--- src/rtl/raster_pkg.sv ---
// Shared state encoding, screen defaults and address helper for the line rasterizer.
package raster_pkg;

  typedef enum logic [1:0] {IDLE, SETUP, RUN} raster_state_t;

  localparam int DEF_SCREEN_W = 640;
  localparam int DEF_SCREEN_H = 480;
  localparam int LANE_INC_W   = 4;

  // 640 = 512 + 128, so the common framebuffer width needs no multiplier.
  function automatic logic [31:0] coord_to_addr(input logic [31:0] x, input logic [31:0] y,
                                                input int unsigned scr_w);
    if (scr_w == 32'd640) return (y << 9) + (y << 7) + x;
    return y * scr_w + x;
  endfunction

endpackage

--- src/rtl/bresenham_lanes.sv ---
// Combinational LANES-deep Bresenham error chain: minor-axis offset of every lane
// relative to the beat's first pixel, plus the error after all LANES steps.
module bresenham_lanes
  import raster_pkg::*;
#(
  parameter int LANES = 2,
  parameter int W     = 16
) (
  input  logic [W-1:0]                     err,
  input  logic [W-1:0]                     dmin2,
  input  logic [W-1:0]                     dmaj2,
  output logic [LANES-1:0][LANE_INC_W-1:0] lane_inc,
  output logic [LANE_INC_W-1:0]            inc_total,
  output logic [W-1:0]                     err_next
);

  logic [W-1:0]          e;
  logic [LANE_INC_W-1:0] cnt;

  // err stays in [0, dmaj2), and dmin2 <= dmaj2, so one subtract per step suffices.
  always_comb begin
    e        = err;
    cnt      = '0;
    lane_inc = '0;
    for (int i = 0; i < LANES; i++) begin
      lane_inc[i] = cnt;
      e = e + dmin2;
      if (e >= dmaj2) begin
        e   = e - dmaj2;
        cnt = cnt + LANE_INC_W'(1);
      end
    end
    err_next  = e;
    inc_total = cnt;
  end

endmodule

--- src/rtl/line_raster_lanes.sv ---
// Multi-lane Bresenham line rasterizer: takes one centre-origin line command and
// streams LANES major-axis pixels per beat with clip masks and framebuffer addresses.
module line_raster_lanes
  import raster_pkg::*;
#(
  parameter int LANES    = 2,
  parameter int COORD_W  = 13,
  parameter int SCREEN_W = DEF_SCREEN_W,
  parameter int SCREEN_H = DEF_SCREEN_H,
  parameter int ADDR_W   = 19,
  parameter int COLOR_W  = 4
) (
  input  logic                      clk,
  input  logic                      rst_n,
  input  logic                      cmd_valid,
  output logic                      cmd_ready,
  input  logic [COORD_W-1:0]        start_x,
  input  logic [COORD_W-1:0]        start_y,
  input  logic [COORD_W-1:0]        end_x,
  input  logic [COORD_W-1:0]        end_y,
  input  logic [COLOR_W-1:0]        color,
  output logic                      pix_valid,
  input  logic                      pix_ready,
  output logic [LANES-1:0]          pix_mask,
  output logic [LANES*COORD_W-1:0]  pix_x,
  output logic [LANES*COORD_W-1:0]  pix_y,
  output logic [LANES*ADDR_W-1:0]   pix_addr,
  output logic [COLOR_W-1:0]        pix_color,
  output logic                      pix_last,
  output logic                      busy
);

  localparam int W  = COORD_W + 1;
  localparam int EW = COORD_W + 3;
  localparam logic [W-1:0] HALF_W  = W'(SCREEN_W / 2);
  localparam logic [W-1:0] HALF_H  = W'(SCREEN_H / 2);
  localparam logic [W-1:0] LANES_W = W'(LANES);

  raster_state_t      state_q, state_d;
  logic [COORD_W-1:0] x0_q, x0_d, y0_q, y0_d, x1_q, x1_d, y1_q, y1_d;
  logic [COLOR_W-1:0] color_q, color_d;
  logic [W-1:0]       maj_q, maj_d, min_q, min_d, left_q, left_d;
  logic [EW-1:0]      err_q, err_d, dmin2_q, dmin2_d, dmaj2_q, dmaj2_d;
  logic               maj_neg_q, maj_neg_d, min_neg_q, min_neg_d, x_major_q, x_major_d;

  logic [W-1:0] sx, sy, ex, ey, dx_s, dy_s, dx, dy, dmaj, dmin;
  logic         x_major, run, last_beat;

  logic [LANES-1:0][LANE_INC_W-1:0] lane_inc;
  logic [LANE_INC_W-1:0]            inc_total;
  logic [EW-1:0]                    err_next;

  // Screen-space geometry of the latched command, one bit wider so extremes never wrap.
  always_comb begin
    sx      = {x0_q[COORD_W-1], x0_q} + HALF_W;
    sy      = HALF_H - {y0_q[COORD_W-1], y0_q};
    ex      = {x1_q[COORD_W-1], x1_q} + HALF_W;
    ey      = HALF_H - {y1_q[COORD_W-1], y1_q};
    dx_s    = ex - sx;
    dy_s    = ey - sy;
    dx      = dx_s[W-1] ? -dx_s : dx_s;
    dy      = dy_s[W-1] ? -dy_s : dy_s;
    x_major = (dx >= dy);
    dmaj    = x_major ? dx : dy;
    dmin    = x_major ? dy : dx;
  end

  assign run       = (state_q == RUN);
  assign last_beat = (left_q < LANES_W);

  bresenham_lanes #(.LANES(LANES), .W(EW)) u_chain (
    .err       (err_q),
    .dmin2     (dmin2_q),
    .dmaj2     (dmaj2_q),
    .lane_inc  (lane_inc),
    .inc_total (inc_total),
    .err_next  (err_next)
  );

  always_comb begin
    state_d   = state_q;
    x0_d      = x0_q;
    y0_d      = y0_q;
    x1_d      = x1_q;
    y1_d      = y1_q;
    color_d   = color_q;
    maj_d     = maj_q;
    min_d     = min_q;
    left_d    = left_q;
    err_d     = err_q;
    dmin2_d   = dmin2_q;
    dmaj2_d   = dmaj2_q;
    maj_neg_d = maj_neg_q;
    min_neg_d = min_neg_q;
    x_major_d = x_major_q;
    unique case (state_q)
      IDLE: begin
        if (cmd_valid) begin
          x0_d    = start_x;
          y0_d    = start_y;
          x1_d    = end_x;
          y1_d    = end_y;
          color_d = color;
          state_d = SETUP;
        end
      end
      SETUP: begin
        x_major_d = x_major;
        maj_d     = x_major ? sx : sy;
        min_d     = x_major ? sy : sx;
        maj_neg_d = x_major ? dx_s[W-1] : dy_s[W-1];
        min_neg_d = x_major ? dy_s[W-1] : dx_s[W-1];
        dmaj2_d   = {1'b0, dmaj, 1'b0};
        dmin2_d   = {1'b0, dmin, 1'b0};
        // Starting at dmaj gives the round-half-away-from-start minor step.
        err_d     = {2'b00, dmaj};
        left_d    = dmaj;
        state_d   = RUN;
      end
      RUN: begin
        if (pix_ready) begin
          maj_d  = maj_neg_q ? maj_q - LANES_W : maj_q + LANES_W;
          min_d  = min_neg_q ? min_q - W'(inc_total) : min_q + W'(inc_total);
          err_d  = err_next;
          left_d = left_q - LANES_W;
          if (last_beat) state_d = IDLE;
        end
      end
      default: state_d = IDLE;
    endcase
  end

  always_ff @(posedge clk or negedge rst_n) begin
    if (!rst_n) begin
      state_q   <= IDLE;
      x0_q      <= '0;
      y0_q      <= '0;
      x1_q      <= '0;
      y1_q      <= '0;
      color_q   <= '0;
      maj_q     <= '0;
      min_q     <= '0;
      left_q    <= '0;
      err_q     <= '0;
      dmin2_q   <= '0;
      dmaj2_q   <= '0;
      maj_neg_q <= 1'b0;
      min_neg_q <= 1'b0;
      x_major_q <= 1'b0;
    end else begin
      state_q   <= state_d;
      x0_q      <= x0_d;
      y0_q      <= y0_d;
      x1_q      <= x1_d;
      y1_q      <= y1_d;
      color_q   <= color_d;
      maj_q     <= maj_d;
      min_q     <= min_d;
      left_q    <= left_d;
      err_q     <= err_d;
      dmin2_q   <= dmin2_d;
      dmaj2_q   <= dmaj2_d;
      maj_neg_q <= maj_neg_d;
      min_neg_q <= min_neg_d;
      x_major_q <= x_major_d;
    end
  end

  logic [W-1:0]      lane_maj, lane_min, lane_x, lane_y;
  logic              lane_on;
  logic [ADDR_W-1:0] lane_addr;

  // Beat payload derives only from registers that move on transfer, so it holds while stalled.
  always_comb begin
    pix_mask  = '0;
    pix_x     = '0;
    pix_y     = '0;
    pix_addr  = '0;
    lane_maj  = '0;
    lane_min  = '0;
    lane_x    = '0;
    lane_y    = '0;
    lane_on   = 1'b0;
    lane_addr = '0;
    for (int i = 0; i < LANES; i++) begin
      lane_maj  = maj_neg_q ? maj_q - W'(i) : maj_q + W'(i);
      lane_min  = min_neg_q ? min_q - W'(lane_inc[i]) : min_q + W'(lane_inc[i]);
      lane_x    = x_major_q ? lane_maj : lane_min;
      lane_y    = x_major_q ? lane_min : lane_maj;
      lane_on   = run && (W'(i) <= left_q) &&
                  !lane_x[W-1] && (lane_x < W'(SCREEN_W)) &&
                  !lane_y[W-1] && (lane_y < W'(SCREEN_H));
      lane_addr = ADDR_W'(coord_to_addr(32'(lane_x), 32'(lane_y), SCREEN_W));
      if (run) begin
        pix_mask[i]                   = lane_on;
        pix_x[i*COORD_W +: COORD_W]   = lane_x[COORD_W-1:0];
        pix_y[i*COORD_W +: COORD_W]   = lane_y[COORD_W-1:0];
        pix_addr[i*ADDR_W +: ADDR_W]  = lane_on ? lane_addr : '0;
      end
    end
  end

  assign pix_valid = run;
  assign pix_last  = run && last_beat;
  assign pix_color = run ? color_q : '0;
  assign cmd_ready = (state_q == IDLE);
  assign busy      = (state_q != IDLE);

endmodule

--- config.mk ---
export PLATFORM = sky130hd
export DESIGN_NAME = line_raster_lanes
export DESIGN_NICKNAME = d
export VERILOG_FILES = /design/src/rtl/raster_pkg.sv /design/src/rtl/bresenham_lanes.sv /design/src/rtl/line_raster_lanes.sv
export SDC_FILE = /design/constraint.sdc
export NUM_CORES = 1
export LEC_CHECK = 0
export ABC_CLOCK_PERIOD_IN_PS = 30700
export CORE_MARGIN = 2
export CORE_UTILIZATION = 60
export DETAILED_ROUTE_END_ITERATION = 10
export PLACE_DENSITY = 0.82
export SLEW_MARGIN = 30
export SYNTH_ARGS = -nofsm -noshare
export SYNTH_HDL_FRONTEND = slang
export SYNTH_HIERARCHICAL = 1
export SYNTH_SLANG_ARGS = --single-unit
--- constraint.sdc ---
create_clock -name clk -period 30.7 [get_ports clk]
set_input_delay 9.21 -clock clk [delete_from_list [all_inputs] [get_ports clk]]
set_output_delay 9.21 -clock clk [all_outputs]
set_load 0.03 [all_outputs]
==> Yosys cells after proc, flatten, opt, wreduce, memory -nomap -nowiden <==
Cells that the tools add are included.
{ "totals": {"ff_bits": 147, "inputBits": 60} }
{ "classes": {"n_reduce_logical": 21, "add_sub_neg": 26, "n_mux": 43, "n_eq_ne": 5, "order_cmp": 10} }
{ "ops": {"columns": ["operator", "count"], "rows": [
  ["14-bit 2-to-1 mux", 17],
  ["14-bit case mux with 2 select lines", 3],
  ["19-bit 2-to-1 mux", 4],
  ["13-bit 2-to-1 mux", 4],
  ["16-bit 2-to-1 mux", 3],
  ["19-bit by 14-bit adder with 19-bit output", 2],
  ["19-bit adder", 2],
  ["16-bit by 15-bit adder with 16-bit output", 2],
  ["16-bit by 15-bit greater-or-equal comparator with 1-bit output", 2],
  ["16-bit case mux with 2 select lines", 1],
  ["16-bit by 15-bit subtractor with 16-bit output", 2],
  ["13-bit by 10-bit adder with 14-bit output, second input constant", 2],
  ["14-bit by 4-bit adder with 14-bit output", 2],
  ["1-bit by 14-bit less-or-equal comparator with 1-bit output, first input constant", 2],
  ["14-bit by 10-bit less-than comparator with 1-bit output, second input constant", 2],
  ["14-bit by 9-bit less-than comparator with 1-bit output, second input constant", 2],
  ["14-bit negator", 2],
  ["14-bit subtractor", 2],
  ["14-bit by 2-bit subtractor with 14-bit output, second input constant", 2],
  ["14-bit by 4-bit subtractor with 14-bit output", 2],
  ["9-bit by 13-bit subtractor with 14-bit output, first input constant", 2],
  ["14-bit by 1-bit adder with 14-bit output, second input constant", 1],
  ["14-bit by 2-bit adder with 14-bit output, second input constant", 1],
  ["14-bit greater-or-equal comparator", 1],
  ["other kinds (17)", 40]
]} }

==> Logic depth before layout (Yosys ltp) <==
Gate-level depths: netlist (run 1).
{ "logic_depth": {"depth_word": 13, "ltp_mapped": 52} }

==> By module <==
The synthesis (run 1) kept the hierarchy.
{ "modules_own_cells": {"columns": ["module", "cells_per_inst", "area_each_um2", "n_inst"], "rows": [
  ["line_raster_lanes", 1843, 14884.3, 1],
  ["bresenham_lanes", 446, 3249.4, 1]
]} }

==> Worst setup path after synthesis (run 1) <==
OpenSTA, ideal clock, no wires.
{ "synth_path": {"kind": "register -> output", "start": "register dmin2_q[1]", "end": "output pix_addr[37]", "arrival_ns": 7.709, "path_stages_with_launch": 38, "path_buffers": 0, "setup_slack_ns": 13.781, "cell_sequence": "dfrtp_1 -> inv_1 -> fa_1 -> nor2b_1 -> o21a_1 -> o21ai_0 -> a211o_1 -> nand2_1 -> a21oi_1 -> o21ai_0 -> xor2_1 -> ha_1 -> and2_1 -> a31oi_1 -> a21oi_1 -> a221oi_4 -> inv_2 -> inv_1 -> [... 2 more ...] -> ha_1 -> nor2b_1 -> o31a_1 -> o21ai_1 -> o31a_1 -> o31ai_1 -> a21oi_1 -> xnor3_1 -> mux2_2 -> fa_1 -> ha_1 -> and2_1 -> a311o_1 -> a31oi_1 -> o21bai_1 -> xnor3_1 -> xnor2_1 -> nor2_1"} }
{ "synth_lines": {"columns": ["item", "line", "source"], "rows": [
  ["start, declared", "line_raster_lanes.sv:43", "logic [EW-1:0] err_q, err_d, dmin2_q, dmin2_d, dmaj2_q, dmaj2_d;"],
  ["start signal, assigned", "line_raster_lanes.sv:161", "dmin2_q <= dmin2_d;"],
  ["end, declared", "line_raster_lanes.sv:27", "output logic [LANES*ADDR_W-1:0] pix_addr,"]
]} }

==> summary.md, run 1 <==
| Metric | Value |
|---|---|
| Final Hold Fails | `0` |
| Initial drt markers | `roughly 1,700` |
| Vias after detailed routing | `17,400` |
| R2R Path Start | `dmin2_q[1]` |
| TritonCTS buffer count | `17` |
| Reg2Reg Depth | `48` |
| Placed Area | `20,000 um^2` |
| Die Width | `178 um` |
| Startpoint types | `register` |
| Num ports | `160` |
| Worst Setup EP | `pix_addr[37]` |
| Htree depth | `4` |
| Peak VDD IR | `about 0.000081 V` |
| # clock sinks | `147` |
| First-pass GRT wire length | `87,000 um` |
| Static Leak | `0.00940 uW` |
| CP arrival | `9340 ps` |
| Layout cell share with drive strength beyond 1 | `0.0662` |
| GRT Total Usage | `0.346` |
| CTS root buf | `clkbuf_16` |
| Post-route DRC | `0` |
| Utilization after layout | `0.695` |
| Critical Path Slowest Stage Cell | `clkdlybuf4s50_1` |
| Multi-input gate area | `13,600 um^2` |
| Critical path's most frequent cell | `ha_1` |
| Post-CTS setup buffers | `0` |
| Routed WL per cell | `19.4 um` |
| Initial antenna violation count | `0` |
| Synthesized area | `18,100 um^2` |
| Layout fillers | `2,396` |
| Async SR Flop Fraction | `1.00` |
| Largest net degree at the start of global routing | `78` |
| Min Tclk post-route | `18,550 ps` |
| Yosys warning total | `6` |
| Reg-to-reg critical path endpoint | `min_q[13]` |
| Via density | `6.22` |
| Post-synth EDFFs | `0` |
| Non-filler cells, final | `2,807` |
| Yosys top cell area share | `0.203` |
| Effective utilization at floorplan | `0.610` |
| Final instance area | `20,600 um^2` |
| Rel. slew slack | `0.419` |
| # hold bufs at CTS | `0` |
| R2R setup slack | `between 15,000 and 20,000 ps` |
| Worst Clk Skew | `20.5 ps` |
| Seq/Total Area, Yosys | `0.203` |
| Final ANT Viol Nets | `0` |
| Max incr delay on CP | `680 ps` |
| Reg clk slew, reported paths | `80 ps` |
| # port buffers | `159` |
| Pwr dens | `108 nW/um^2` |
| Final net count | `~2,700` |
| Max-slew violation count | `0` |
| ANT cells | `0` |
| Cell count after synthesis | `between 2,000 and 2,500` |
| RSZ-0062 raised after global routing | `false` |
| Setup TNS | `0 ps` |
| Status | `complete, no violations` |
| Synth top area cells | `dfrtp_1 (20%), ha_1 (15%), xnor2_1 (5.6%)` |
| Worst setup path start | `dmin2_q[1]` |
| Synth Flop Type | `dfrtp_1` |
| Clk_lat worst skew | `440 ps` |
| Core area | `a little under 30,000 um^2` |
| Worst hold path class | `reg2reg` |
| GP Congestion | `1.01` |
| Synthesized area per cell | `7.92 um^2` |
| Layout Area Growth over Synthesis | `13.9%` |
| Yosys cell types | `92` |
| Tcrit/Tclk final | `0.604` |
| CP required | `21,490 ps` |
| Final wirelength | `about 54,000 um` |
| Rows | `63` |
| Die Y-Extent | `178 um` |
| Max Clock Freq | `around 54 MHz` |
| Critical path class | `reg2out` |
| Die area | `31,600 um^2` |
| Setup violators final | `0` |
| Crit end category | `primary output` |
| CTS tree | `done` |
| Placed insts | `2,775` |
| Max cap viols | `0` |
| Congestion Overflow GR | `0` |
| Worst-Margin Slew | `around 860 ps` |
| Dpl hpwl | `~44,000 um` |
| Max Buffers Root-to-Sink | `2` |
| Synthesis-stage register bit count | `147` |
| Register area | `3680 um^2` |
| Post_cts resized | `0` |
| Total power | `approximately 2200 uW` |
| Vias in the first global route | `16,600` |
| Yosys top cell by area | `dfrtp_1` |
| Router iterations before antenna repair | `6` |
| CP max FO | `11` |
through the flow:
stage	hold slack (ps)	setup slack (ps)
2_1_floorplan	446	13780
3_3_place_gp	468	12960
3_5_place_dp	480	12710
4_1_cts	495	12220
5_1_grt	521	11540
6_report	499	12150
cells in the final DEF, fill, tap and decap left out, drive strengths merged, types with 18 or more instances in the layout:
cell type | netlist | layout
nand2 | 238 | 238
a21o | 44 | 44
ha | 222 | 222
a31oi | 27 | 27
dfrtp | 147 | 147
nor2b | 28 | 28
o211ai | 26 | 26
fa | 23 | 23
and2 | 55 | 55
conb | 2 | 21
xnor2 | 115 | 115
nand3 | 20 | 20
nor3 | 68 | 68
a21oi | 180 | 180
mux2 | 60 | 60
clkdlybuf4s50 | 0 | 158
o21bai | 18 | 18
nor2 | 197 | 197
mux2i | 48 | 48
o21ai | 174 | 174
nand2b | 22 | 22
xor2 | 54 | 54
a211oi | 20 | 20
o21a | 32 | 32
inv | 156 | 163
critical path, delay by kind of cell, from the launching register on:
family / cells / cell delay (ps)
muxes: 2 / 560
xor gates and xnor gates: 4 / 810
buffers and inverters: 4 / 1040
adders and majority gates: 6 / 1980
AOI/OAI and AO/OA: 16 / 3170
and+or+nand+nor: 6 / 950
DFF: 1 / 400
worst min path at each step:
stage	startpoint	endpoint	slack, ps	cells past startpoint
2_1_floorplan	dmaj2_q[2]	dmaj2_q[2]	450	2
3_3_place_gp	dmaj2_q[10]	dmaj2_q[10]	470	2
3_5_place_dp	dmaj2_q[12]	dmaj2_q[12]	480	2
4_1_cts	dmaj2_q[12]	dmaj2_q[12]	490	2
5_1_grt	color_q[3]	color_q[3]	520	1
6_report	dmaj2_q[10]	dmaj2_q[10]	500	2
state kept, by name (all words and copies together), names as in the netlist, 4 cells and up:
register and count:
err_q 16, dmaj2_q 14, dmin2_q 14, left_q 14
maj_q 14, min_q 14, x0_q 13, x1_q 13
y0_q 13, y1_q 13, color_q 4
power by group:
part           leakage [uW]  switching [uW]  internal [uW]
logic               0.00729             994            760
registers           0.00182            43.1            226
clock network      0.000291             103            110
Yosys cell counts (32+ instances only):
master	count
nand2_1	238
ha_1	222
nor2_1	197
a21oi_1	180
o21ai_0	166
inv_1	155
dfrtp_1	147
xnor2_1	115
nor3_1	67
clkbuf_1	61
mux2_2	59
and2_1	55
xor2_1	54
mux2i_1	48
a21o_1	44
o21a_1	32
per-layer routing:
layer  share of wire  vias up  GRT usage
li1                -     8359          -
met1            0.45     8313      0.495
met2            0.45      683      0.545
met3           0.073       91     0.0409
met4           0.028        0      0.106
met5               0        -          0
final cells by class:
cell class / count / area share
Tap cell: 390 / 0.0236
Sequential cell: 147 / 0.178
Multi-Input combinational cell: 1907 / 0.657
Inverter: 156 / 0.0284
Timing Repair Buffer: 175 / 0.0831
Clock inverter: 15 / 0.00885
Clock buffer: 17 / 0.0206
kinds of logic (layout without fill, tap and decap cells):
logic type,count (synthesis),count (layout),synth area share
flip-flops,147,147,0.203
AO/OA/AOI/OAI,637,637,0.225
other,2,21,0.000414
XOR/XNOR,172,172,0.0854
AND/OR/NAND/NOR,724,724,0.188
buffers and inverters,254,363,0.0552
adder cells (fa/ha/maj),245,245,0.179
multiplexers,108,108,0.0638
Note: power is estimated with default switching activity, not from simulation.
==> inputs of run 2 (changes only) <==
- ABC_CLOCK_PERIOD_IN_PS: 30700 -> 17850
- clock period: 30.7 -> 17.85 ns (I/O delays scaled with it)
==> run 2 against run 1 <==
Combinational power up 74%. Die area unchanged. Via count up 0.72%.
==> summary.md, run 2 (synthesized netlist as in run 1, its figures left out) <==
| Metric | Value |
|---|---|
| Post-CTS setup buffers | `0 (unchanged)` |
| Critical path class | `reg2out (unchanged)` |
| Final instance area | `20,600 um^2 (about the same)` |
| Worst Clk Skew | `14.3 ps (was 20.5 ps)` |
| ANT cells | `0 (unchanged)` |
| GR Util met3 | `0.0463 (was 0.0409)` |
| TritonCTS buffer count | `17 (unchanged)` |
| Pwr dens | `187 nW/um^2 (was 108 nW/um^2)` |
| Layout cell share with drive strength beyond 1 | `0.0654 (was 0.0662)` |
| Reg clk slew, reported paths | `70 ps (was 80 ps)` |
| Die Width | `178 um (unchanged)` |
| Num ports | `160 (unchanged)` |
| Hold Path Depth | `2 (unchanged)` |
| Most common cell after layout, fill and taps aside | `nand2_1 (unchanged)` |
| CP required | `12,490 ps (was 21,490 ps)` |
| Layout fillers | `2,429 (was 2,396)` |
| Congestion Overflow GR | `0 (unchanged)` |
| Die Y-Extent | `178 um (unchanged)` |
| Htree depth | `4 (unchanged)` |
| Via density | `6.26 (was 6.22)` |
| Setup violators final | `0 (unchanged)` |
| CTS tree | `done (unchanged)` |
| Vias after detailed routing | `17,600 (was 17,400)` |
| Max Buffers Root-to-Sink | `2 (unchanged)` |
| GRT Total Usage | `0.349 (was 0.346)` |
| Effective utilization at floorplan | `0.610 (unchanged)` |
| # clock sinks | `147 (unchanged)` |
| Max-slew violation count | `0 (unchanged)` |
| Largest register FFs | `16 (unchanged)` |
| Layout Area Growth over Synthesis | `13.7% (was 13.9%)` |
| # port buffers | `159 (unchanged)` |
| Max Clock Freq | `68.0 MHz` |
| Crit end category | `primary output (unchanged)` |
| CP arrival | `9340 ps (about the same)` |
| Min Tclk post-route | `approximately 15,000 ps` |
| Utilization after layout | `0.694 (was 0.695)` |
| GP Congestion | `1.00 (was 1.01)` |
| Gr busiest metal | `met2 (unchanged)` |
| Die area | `31,600 um^2 (unchanged)` |
| Max cap viols | `0 (unchanged)` |
| Critical path's most frequent cell | `o21ai_0 (was ha_1)` |
| Dpl hpwl | `43,800 um (was 43,700 um)` |
| Startpoint types | `register (unchanged)` |
| Most flops, register | `err_q (unchanged)` |
| Tcrit/Tclk final | `0.823` |
| First-pass GRT wire length | `87,200 um (was 87,000 um)` |
| Worst-Margin Slew | `864 ps (about the same)` |
| CTS root buf | `clkbuf_16 (unchanged)` |
| Rel. slew slack | `0.418 (was 0.419)` |
| Largest net degree at the start of global routing | `78 (unchanged)` |
| Reg2Reg Depth | `47 (was 48)` |
| Placed Area | `20,000 um^2 (about the same)` |
| Met1 track demand over resource | `0.499 (was 0.495)` |
| Total power | `3860 uW (was 2240 uW)` |
| Final ANT Viol Nets | `0 (unchanged)` |
| RSZ-0062 raised after global routing | `false (unchanged)` |
| Clk_lat worst skew | `440 ps (about the same)` |
| Core area | `29,700 um^2 (unchanged)` |
| Global-route track usage on met2 | `0.547 (was 0.545)` |
| # hold bufs at CTS | `0 (unchanged)` |
| Max incr delay on CP | `690 ps (was 680 ps)` |
| Worst hold path class | `reg2reg (unchanged)` |
| Setup TNS | `0 ps (unchanged)` |
| Rows | `63 (unchanged)` |
| Static Leak | `0.00939 uW (was 0.00940 uW)` |
| Router iterations before antenna repair | `6 (unchanged)` |
| Final Hold Fails | `0 (unchanged)` |
| Initial antenna violation count | `0 (unchanged)` |
| Register area | `3680 um^2 (about the same)` |
| Status | `complete, no violations (unchanged)` |
| Routed WL per cell | `19.7 um (was 19.4 um)` |
| Critical Path Slowest Stage Cell | `clkdlybuf4s50_1 (unchanged)` |
| Initial drt markers | `1,975 (was 1,658)` |
| Post_cts resized | `0 (unchanged)` |
| Final net count | `2,707 (was 2,709)` |
| Commonest non-fill, non-tap cells in the layout | `nand2_1 (237), ha_1 (222), nor2_1 (194) (unchanged)` |
| Multi-input gate area | `13,600 um^2 (about the same)` |
| Vias in the first global route | `16,700 (was 16,600)` |
| Final wirelength | `55,400 um (was 54,500 um)` |
| Peak VDD IR | `0.000111 V (was 0.0000808 V)` |
| R2R setup slack | `6530 ps (was 19,730 ps)` |
| Post-route DRC | `0 (unchanged)` |
| CP max FO | `11 (unchanged)` |
## run 2: final cells by class
| class | count | area share |
|---|---|---|
| well taps | 390 | 0.0237 |
| repair buffers | 173 | 0.0835 |
| clock inverters | 13 | 0.00534 |
| clock buffers | 19 | 0.0220 |
| inverters | 156 | 0.0284 |
| multi-input cells | 1907 | 0.659 |
| flip-flops and latches | 147 | 0.179 |
## run 2: worst paths after layout
path | start | end
setup / recovery | dmin2_q[1] | pix_addr[37]
hold / removal | dmaj2_q[14] | dmaj2_q[14]
setup reg to reg | dmin2_q[1] | min_q[13]
hold reg to reg | dmaj2_q[14] | dmaj2_q[14]
max in group asynchronous | rst_n | x_major_q
min in group asynchronous | rst_n | x1_q[7]
## run 2: worst max-delay path, delay by kind of cell (launching register included)
kind | cells | cell delay, ps
fa+ha+maj | 6 | 2360
simple gates | 6 | 830
flops | 1 | 400
mux | 1 | 100
compound gates | 18 | 3400
xor+xnor | 4 | 720
buf+inv | 4 | 1090
## run 2: per-stage QoR
stage / std cells / hold WS (ps) / setup WS (ps)
after detailed placement: 2773 / 477 / 3770
after CTS: 2805 / 490 / 3300
after floorplan: 2308 / 446 / 4790
final: 2805 / 489 / 3150
after global routing: 2805 / 525 / 2500
after global placement: 2772 / 467 / 3950
## run 2: power breakdown
group / internal, uW / switching [uW]
logic: 1310 / 1730
clock network: 190 / 165
registers: 389 / 77.8
## run 2: per-layer routing
metal | vias to the layer above | part of all wire | wire, um
li1 | 8359 | - | -
met1 | 8397 | 0.45 | 24900
met2 | 713 | 0.45 | 24700
met3 | 103 | 0.074 | 4090
met4 | 0 | 0.030 | 1690
met5 | - | 0 | 0
==> inputs of run 3 (changes only) <==
- ABC_CLOCK_PERIOD_IN_PS: 17850 -> 12400
- CORE_UTILIZATION: 60 -> 55
- PLACE_DENSITY: 0.82 -> 0.8
- clock period: 17.85 -> 12.4 ns (I/O delays scaled with it)
==> run 3 against run 2 <==
Global-route usage is 2.8 points lower. Flip-flop and latch count stayed put. Clock power grew 41%. Sequential share of layout area is 0.23 points lower. Largest power group unchanged.
==> summary.md, run 3 (synthesized netlist as in run 1, its figures left out) <==
| Metric | Value |
|---|---|
| Register area | `3680 um^2 (about the same)` |
| # hold bufs at CTS | `0 (unchanged)` |
| Worst path bufs/invs | `4 (unchanged)` |
| Final Hold Fails | `0 (unchanged)` |
| Layout Area Growth over Synthesis | `15.1% (was 13.7%)` |
| GRT Total Usage | `0.321 (was 0.349)` |
| Max Buffers Root-to-Sink | `2 (unchanged)` |
| Layout cell share with drive strength beyond 1 | `0.0828 (was 0.0654)` |
| Max-slew violation count | `0 (unchanged)` |
| Multi-input gate area | `13,700 um^2 (was 13,600 um^2)` |
| CTS tree | `done (unchanged)` |
| Min Tclk post-route | `12,020 ps` |
| Final net count | `2,722 (was 2,707)` |
| First-pass GRT wire length | `87,400 um (was 87,200 um)` |
| Initial drt markers | `1,460 (was 1,975)` |
| Rows | `66 (was 63)` |
| Max incr delay on CP | `480 ps (was 690 ps)` |
| Layout fillers | `2,790 (was 2,429)` |
| Final ANT Viol Nets | `0 (unchanged)` |
| Setup violators final | `0 (unchanged)` |
| Startpoint types | `register (unchanged)` |
| Static Leak | `0.00950 uW (was 0.00939 uW)` |
| Core area | `32,500 um^2 (was 29,700 um^2)` |
| Congestion Overflow GR | `0 (unchanged)` |
| Worst Clk Skew | `12.4 ps (was 14.3 ps)` |
| Total power | `5570 uW (was 3860 uW)` |
| CP arrival | `8300 ps (was 9340 ps)` |
| TritonCTS buffer count | `17 (unchanged)` |
| # port buffers | `159 (unchanged)` |
| Top delay family on crit path | `compound AO/OA/AOI/OAI gates (unchanged)` |
| Setup WS post-layout | `380 ps (was 3150 ps)` |
| Utilization after layout | `0.642 (was 0.694)` |
| Largest register FFs | `16 (unchanged)` |
| Via density | `6.05 (was 6.26)` |
| Reg clk slew, reported paths | `60 ps (was 70 ps)` |
| Pwr dens | `267 nW/um^2 (was 187 nW/um^2)` |
| Htree depth | `4 (unchanged)` |
| # clock sinks | `147 (unchanged)` |
| Pre-CTS WS | `506 ps (was 3770 ps)` |
| GP Congestion | `0.938 (was 1.00)` |
| Initial antenna violation count | `0 (unchanged)` |
| Final wirelength | `54,700 um (was 55,400 um)` |
| Most common cell after layout, fill and taps aside | `nand2_1 (unchanged)` |
| Critical path's most frequent cell | `ha_1 (was o21ai_0)` |
| CTS root buf | `clkbuf_16 (unchanged)` |
| Vias after detailed routing | `17,400 (was 17,600)` |
| CP required | `8680 ps (was 12,490 ps)` |
| Die Width | `186 um (was 178 um)` |
| Commonest non-fill, non-tap cells in the layout | `nand2_1 (237), ha_1 (219), nor2_1 (195) (was nand2_1 (237), ha_1 (222), nor2_1 (194))` |
| Routed WL per cell | `19.0 um (was 19.7 um)` |
| Most flops, register | `err_q (unchanged)` |
| Largest net degree at the start of global routing | `86 (was 78)` |
| Rel. slew slack | `0.410 (was 0.418)` |
| Worst hold path class | `reg2reg (unchanged)` |
| Num ports | `160 (unchanged)` |
| Post-route DRC | `0 (unchanged)` |
| Die Y-Extent | `186 um (was 178 um)` |
| CP max FO | `6 (was 11)` |
| Worst-Margin Slew | `880 ps (was 864 ps)` |
| Status | `complete, no violations (unchanged)` |
| Max cap viols | `0 (unchanged)` |
| Tcrit/Tclk final | `0.969` |
| Die area | `34,400 um^2 (was 31,600 um^2)` |
| ANT cells | `0 (unchanged)` |
| Vias in the first global route | `16,600 (was 16,700)` |
| Critical Path Slowest Stage Cell | `fa_1 (was clkdlybuf4s50_1)` |
| Crit end category | `primary output (unchanged)` |
| Dpl hpwl | `42,800 um (was 43,800 um)` |
| Critical path class | `reg2out (unchanged)` |
| Effective utilization at floorplan | `0.557 (was 0.610)` |
| Max Clock Freq | `83.2 MHz` |
| Peak VDD IR | `0.000301 V (was 0.000111 V)` |
| Router iterations before antenna repair | `8 (was 6)` |
| Clk_lat worst skew | `440 ps (about the same)` |
-- run 3: power breakdown --
part           internal (uW)  switching [uW]  leakage [uW]
Clock                    285             214      0.000271
Sequential               560             108       0.00182
Combinational           1930            2480       0.00741
Total                   2770            2800       0.00950
-- run 3: layout make-up --
type                       instances  share of cell area
tap                              442              0.0265
multi-input combinational       1907               0.656
clock inverter                    12             0.00515
inverter                         156              0.0280
timing repair buffer             188              0.0864
sequential                       147               0.176
clock buffer                      19              0.0217
-- run 3: per-layer routing --
metal / track usage / vias to the layer above / part of all wire
met3: 0.0458 / 94 / 0.071
met2: 0.526 / 657 / 0.46
met4: 0.0828 / 0 / 0.022
met1: 0.446 / 8222 / 0.45
li1: - / 8383 / -
met5: 0 / - / 0
-- run 3: metrics by stage --
step / setup TNS, ps / instances / hold slack [ps] / instance area (um^2)
global placement: 0 / 2829 / 464 / 20100
finish: 0 / 2871 / 486 / 20900
floorplan: 0 / 2308 / 446 / 18200
global route: -147 / 2871 / 524 / 20900
CTS: 0 / 2860 / 490 / 20700
detailed placement: 0 / 2829 / 476 / 20100
-- run 3: worst reg2reg max path, delay by kind of cell, from the launching register on --
family	cells	cell delay, ps
XOR/XNOR	3	440
flip-flops	1	380
multiplexers	2	290
adder cells (fa/ha/maj)	7	2370
buffers and inverters	5	830
AND/OR/NAND/NOR	9	2140
AO/OA/AOI/OAI	21	4370
-- run 3: what timing repair did --
action | 4_1_cts | 5_1_grt
setup endpoints to repair | 0 | 13
endpoints found under the hold margin | 0 | 0
buffers inserted | 0 | 11
resized for setup | 0 | 34
-- run 3: final timing paths --
kind                                   from      endpoint  slack [ps]  depth (start not counted)
worst max register to register     err_q[1]     min_q[13]        1460                         47
max in group asynchronous             rst_n   dmaj2_q[13]        7790                          2
worst min-delay path            dmaj2_q[14]   dmaj2_q[14]         490                          2
worst max-delay path               err_q[1]  pix_addr[37]         380                         38
worst min register to register  dmaj2_q[14]   dmaj2_q[14]         490                          2
min in group asynchronous             rst_n       x1_q[6]        3300                          1
